<file path="config.mk">
export PLATFORM = sky130hd
export DESIGN_NAME = spdif_subframe_assembler
export DESIGN_NICKNAME = d
export VERILOG_FILES = /design/src/rtl/spdif_pkg.sv /design/src/rtl/spdif_subframe_collector.sv /design/src/rtl/spdif_subframe_assembler.sv
export SDC_FILE = /design/constraint.sdc
export NUM_CORES = 1
export LEC_CHECK = 0
export ABC_AREA = 1
export BUFFER_PORTS_ARGS = -buffer_cell sky130_fd_sc_hd__buf_4
export CORE_ASPECT_RATIO = 0.75
export CORE_MARGIN = 8
export CORE_UTILIZATION = 60
export DETAILED_ROUTE_END_ITERATION = 10
export PLACE_DENSITY = 0.87
export SLEW_MARGIN = 25
export SYNTH_ARGS = -nofsm -noshare
export SYNTH_HDL_FRONTEND = slang
export SYNTH_SLANG_ARGS = --single-unit
export TNS_END_PERCENT = 20
</file>
<file path="constraint.sdc">
create_clock -name clk -period 9.6 [get_ports clk]
set_input_delay 0.96 -clock clk [delete_from_list [all_inputs] [get_ports clk]]
set_output_delay 0.96 -clock clk [all_outputs]
set_load 0.05 [all_outputs]
</file>
<file path="src/rtl/spdif_pkg.sv">
// Shared S/PDIF subframe layout constants and the decoded-subframe record
// passed from the collector to the pairing logic.
package spdif_pkg;

    localparam int SUBFRAME_BITS = 28;
    localparam int AUX_LSB       = 0;
    localparam int AUDIO_LSB     = 4;
    localparam int SAMPLE_W      = 24;
    localparam int V_POS         = 24;
    localparam int U_POS         = 25;
    localparam int C_POS         = 26;
    localparam int P_POS         = 27;

    typedef struct packed {
        logic [SAMPLE_W-1:0] sample;
        logic                v;
        logic                u;
        logic                c;
        logic                parity_ok;
    } subframe_t;

endpackage

</file>
<file path="src/rtl/spdif_subframe_collector.sv">
// Rebuilds one subframe from the decoder bit stream: boundary detection,
// LSB-first bit capture, even-parity check and short-subframe detection.
module spdif_subframe_collector
    import spdif_pkg::*;
(
    input  logic       clk,
    input  logic       rst,
    input  logic       i_vin,
    input  logic       i_din,
    input  logic       i_channel,
    input  logic [7:0] i_frame_counter,
    output subframe_t  o_sf,
    output logic       o_done,
    output logic       o_channel,
    output logic [7:0] o_frame,
    output logic       o_short
);

    localparam logic [4:0] IDX_LAST = 5'(SUBFRAME_BITS - 1);
    localparam logic [4:0] IDX_SAT  = 5'(SUBFRAME_BITS);

    logic [4:0]               r_bit_idx;
    logic [SUBFRAME_BITS-1:0] r_shift;
    logic                     r_last_channel;
    logic [7:0]               r_sf_frame;

    logic                     w_boundary;
    logic                     w_accept;
    logic [SUBFRAME_BITS-1:0] w_full;

    assign w_boundary = (i_channel != r_last_channel);
    assign w_accept   = i_vin && !w_boundary && (r_bit_idx < IDX_SAT);

    always_ff @(posedge clk or posedge rst) begin
        if (rst) begin
            r_bit_idx      <= '0;
            r_shift        <= '0;
            r_last_channel <= 1'b0;
            r_sf_frame     <= '0;
        end else begin
            r_last_channel <= i_channel;
            if (w_boundary) begin
                r_sf_frame <= i_frame_counter;
                // A bit arriving with the channel change is the first bit of the new subframe.
                if (i_vin) begin
                    r_shift[0] <= i_din;
                    r_bit_idx  <= 5'd1;
                end else begin
                    r_bit_idx  <= 5'd0;
                end
            end else if (w_accept) begin
                r_shift[r_bit_idx] <= i_din;
                r_bit_idx          <= r_bit_idx + 5'd1;
            end
        end
    end

    always_comb begin
        w_full                  = r_shift;
        w_full[P_POS]           = i_din;
        o_sf.sample             = w_full[SAMPLE_W-1:0];
        o_sf.v                  = w_full[V_POS];
        o_sf.u                  = w_full[U_POS];
        o_sf.c                  = w_full[C_POS];
        o_sf.parity_ok          = ~^w_full;
    end

    assign o_done    = w_accept && (r_bit_idx == IDX_LAST);
    assign o_channel = r_last_channel;
    assign o_frame   = r_sf_frame;
    assign o_short   = w_boundary && (r_bit_idx != 5'd0) && (r_bit_idx != IDX_SAT);

endmodule

</file>
<file path="src/rtl/spdif_subframe_assembler.sv">
// Pairs left/right subframes into stereo samples and gathers channel-status
// bits from left subframes into a block-wide status word.
module spdif_subframe_assembler
    import spdif_pkg::*;
#(
    parameter int CS_BITS = 32
) (
    input  logic                clk,
    input  logic                rst,
    input  logic                vin,
    input  logic                din,
    input  logic                channel,
    input  logic [7:0]          frame_counter,
    output logic [23:0]         sample_l,
    output logic [23:0]         sample_r,
    output logic [1:0]          validity,
    output logic [1:0]          user,
    output logic                parity_err,
    output logic                vout,
    output logic                framing_err,
    output logic [CS_BITS-1:0]  cs_word,
    output logic                cs_valid
);

    localparam logic [8:0] CS_LAST = 9'(CS_BITS - 1);

    subframe_t    w_sf;
    logic         w_done;
    logic         w_ch;
    logic [7:0]   w_frame;
    logic         w_short;
    logic         w_cs_last;
    logic [CS_BITS-1:0] w_cs_next;

    logic         r_left_held;
    logic [23:0]  r_left_sample;
    logic         r_left_v;
    logic         r_left_u;
    logic         r_left_perr;
    logic [CS_BITS-1:0] r_cs_shift;

    spdif_subframe_collector u_collector (
        .clk             (clk),
        .rst             (rst),
        .i_vin           (vin),
        .i_din           (din),
        .i_channel       (channel),
        .i_frame_counter (frame_counter),
        .o_sf            (w_sf),
        .o_done          (w_done),
        .o_channel       (w_ch),
        .o_frame         (w_frame),
        .o_short         (w_short)
    );

    // Frames at or beyond CS_BITS match no position and leave the word untouched.
    always_comb begin
        w_cs_next = r_cs_shift;
        for (int i = 0; i < CS_BITS; i++) begin
            if (w_frame == 8'(i)) begin
                w_cs_next[i] = w_sf.c;
            end
        end
    end

    assign w_cs_last = ({1'b0, w_frame} == CS_LAST);

    always_ff @(posedge clk or posedge rst) begin
        if (rst) begin
            sample_l      <= '0;
            sample_r      <= '0;
            validity      <= '0;
            user          <= '0;
            parity_err    <= 1'b0;
            vout          <= 1'b0;
            framing_err   <= 1'b0;
            cs_word       <= '0;
            cs_valid      <= 1'b0;
            r_left_held   <= 1'b0;
            r_left_sample <= '0;
            r_left_v      <= 1'b0;
            r_left_u      <= 1'b0;
            r_left_perr   <= 1'b0;
            r_cs_shift    <= '0;
        end else begin
            vout        <= 1'b0;
            cs_valid    <= 1'b0;
            framing_err <= w_short;

            if (w_done && !w_ch) begin
                r_left_sample <= w_sf.sample;
                r_left_v      <= w_sf.v;
                r_left_u      <= w_sf.u;
                r_left_perr   <= !w_sf.parity_ok;
                r_left_held   <= 1'b1;
                r_cs_shift    <= w_cs_next;
                if (w_cs_last) begin
                    cs_word  <= w_cs_next;
                    cs_valid <= 1'b1;
                end
            end

            if (w_done && w_ch) begin
                if (r_left_held) begin
                    sample_l    <= r_left_sample;
                    sample_r    <= w_sf.sample;
                    validity    <= {w_sf.v, r_left_v};
                    user        <= {w_sf.u, r_left_u};
                    parity_err  <= r_left_perr || !w_sf.parity_ok;
                    vout        <= 1'b1;
                    r_left_held <= 1'b0;
                end else begin
                    framing_err <= 1'b1;
                end
            end
        end
    end

endmodule

</file>
==> reports/metrics.cfg <==
[place]
dp_cells=1273
gp_congestion=0.901
place_hpwl_mm=13.3
port_buffers=100

[setup_path]
worstReg2RegStart=u_collector.o_channel
cp_max_fo=73
critPathLaunch=channel
worstPathRequired_ns=9.90
worstSetupPathType=input pin to flop
startpoint_type=input pin
arrival_ns=3.74
cp-end-kind=flop

[timing]
finalCritPeriodShare=0.359
min_period_ns=3.44
timing.hold.ws_ns=0.473
hold_violations=0
worst_clock_skew_ns=0.00833
rsz0062_at_grt=false
relSlewSlack=0.316
setup_viol=0
worst_pin_slew_ns=1.02
setup-tns-final_ns=0
slew_viol_final=0
timing.fmax_mhz=290

[synthesis]
synthesis.nets=1057
avgSynthCellArea_sq_um=8.08
ys_ff_latch=188
yosys.cell_types.count=27
netlist.top_cell.by_area=dfrtp_1
syn_area_sq_um=8400
synth_area_leaders=dfrtp_1 (56%), nand2_1 (21%), o21ai_0 (4.9%), a31oi_1 (4.0%), a21oi_1 (3.4%)
synthCells=1040
ys.warnings.count=0
ys_seq_area_frac=0.560
synth_top_area_share=0.560

[clock_tree]
h-tree-depth=4
clock_sinks=188
clock_latency_ns=0.43
hold_buffers=0
cts_tree=yes
postCtsSetupRepairBufs=0
root_buffer=clkbuf_16
cts_buffers=17
clockBufferDepth=2
cts.repair.resized=0
cts.clk_slew.worst_paths_ns=0.07

[detailed_routing]
drtAntennaViolNets=0
dr.pass1.iters=5
vias=7280
via_per_inst=5.58
wl_mm=20.0
drt-initial-drc-count=746
drc=0
routedWlPerCell_um=15.4

[layout]
fin_nets=1134
instances_no_fill=1304
area_growth_pct=16.5
layout-drive-gt1-share=0.136
multiInputGateArea_sq_um=3230
n_fill_cell=1064
n_antenna_cell=0
regArea_sq_um=4700

[global_route]
grt_overflow=0
grt_first_pass_wirelength_mm=34.4
globalRouteTotalUtil=0.228
grt_pass1_vias=7013
antenna_found_initial=0
grt_start_max_net_pins=74

[worst_hold_path]
hold_start=r_left_sample[21]
hold_class=flop to flop

[floorplanning]
fp.dieW_um=153
io_pins=101
fp-row-count=37
dieArea_sq_um=18100
coreArea_sq_um=13700
initial_core_util=0.613
fp.dieH_um=118

[power]
ir_drop_v=0.000126
leakage_nw=5.27
powerDensity_nw_per_um2=177
fin_total_pwr_mw=1.73

[status]
status=completed

[flow_run]
max-cap-violations=0

[cell type report]
cell class | instances | area share
Tap cell | 175 | 0.0224
Clock buffer | 18 | 0.0449
Timing Repair Buffer | 106 | 0.0813
Inverter | 62 | 0.0243
Clock inverter | 13 | 0.0160
Multi-Input combinational cell | 742 | 0.330
Sequential cell | 188 | 0.481
[logic make-up (layout without fill, tap and decap cells)]
family | Yosys count | after routing | share of synthesized area
buffers and inverters | 110 | 199 | 0.0576
and+or+nand+nor | 525 | 525 | 0.241
AOI/OAI and AO/OA | 213 | 213 | 0.136
DFF | 188 | 188 | 0.560
adders and majority gates | 4 | 4 | 0.00596
[worst max-delay path, cell delays in order]
cell and delay, ns:
buf_4 0.12, or2_1 0.21, nand2_1 0.45, nor2_4 0.10, nand2_2 0.13, nor2_4 0.06
nand2_4 0.34, buf_4 0.65, inv_2 0.44, nand2_1 0.15, o21ai_0 0.09
[per-layer routing]
metal,wire (um),global-route usage,part of all wire
met3,1510,0.0622,0.076
met1,9190,0.319,0.46
met2,8980,0.339,0.45
met4,350,0.0752,0.017
met5,0,0,0
[final timing paths]
check,end,slack (ns),depth (start not counted)
min in group asynchronous,cs_word[21],0.57,2
min reg2reg,sample_l[21],0.47,2
max reg2reg,r_cs_shift[0],6.26,11
max in group asynchronous,framing_err,7.04,4
min,sample_l[21],0.47,2
max,r_cs_shift[0],6.16,11
[per-stage QoR]
step | utilization | setup slack (ns) | area [sq um]
CTS | 0.714 | 6.18 | 9780
detailed placement | 0.671 | 5.77 | 9190
floorplan | - | 3.53 | 8400
global route | 0.714 | 5.86 | 9790
global placement | 0.670 | 5.87 | 9180
finish | 0.714 | 6.16 | 9790
[cell usage after synthesis]
cell      count
nor2_1       34
or2_2         1
a21oi_1      57
clkbuf_1     24
buf_6         5
nor4_1        1
nand3_2       1
o21ai_0      83
inv_1        55
nand2_1     471
a31oi_1      54
nor3_1        1
ha_1          4
o311ai_0      1
nand3_1       8
nand4_1       2
buf_2        15
nand2_2       1
dfrtp_1     188
clkinv_1      1
inv_2         6
or2_1         1
nor2_2        2
nor2_4        2
o21ai_1      17
o21a_1        1
buf_4         4
[layout by cell type, fill, tap and decap left out, drive strengths merged]
master | netlist | final
o21a | 1 | 1
clkinv | 1 | 2
nor3 | 1 | 1
inv | 61 | 67
a31oi | 54 | 54
nand3 | 9 | 9
dfrtp | 188 | 188
clkinvlp | 0 | 4
o311ai | 1 | 1
nor2 | 38 | 38
buf | 24 | 106
clkbuf | 24 | 18
nand4 | 2 | 2
a21oi | 57 | 57
nor4 | 1 | 1
o21ai | 100 | 100
or2 | 2 | 2
ha | 4 | 4
bufinv | 0 | 2
nand2 | 472 | 472
[sequential cells by signal (all words and copies together), names as in the netlist, 2 cells and up, named ones only]
name,flops
user,2
cs_word,32
r_cs_shift,31
sample_r,24
r_left_sample,24
u_collector.o_frame,8
validity,2
u_collector.r_bit_idx,5
u_collector.r_shift,27
sample_l,24
[power breakdown]
group	switching (mW)	internal, mW
clock network	0.321	0.396
logic	0.132	0.0498
registers	0.0193	0.810
(Power assumes the default switching activity.)
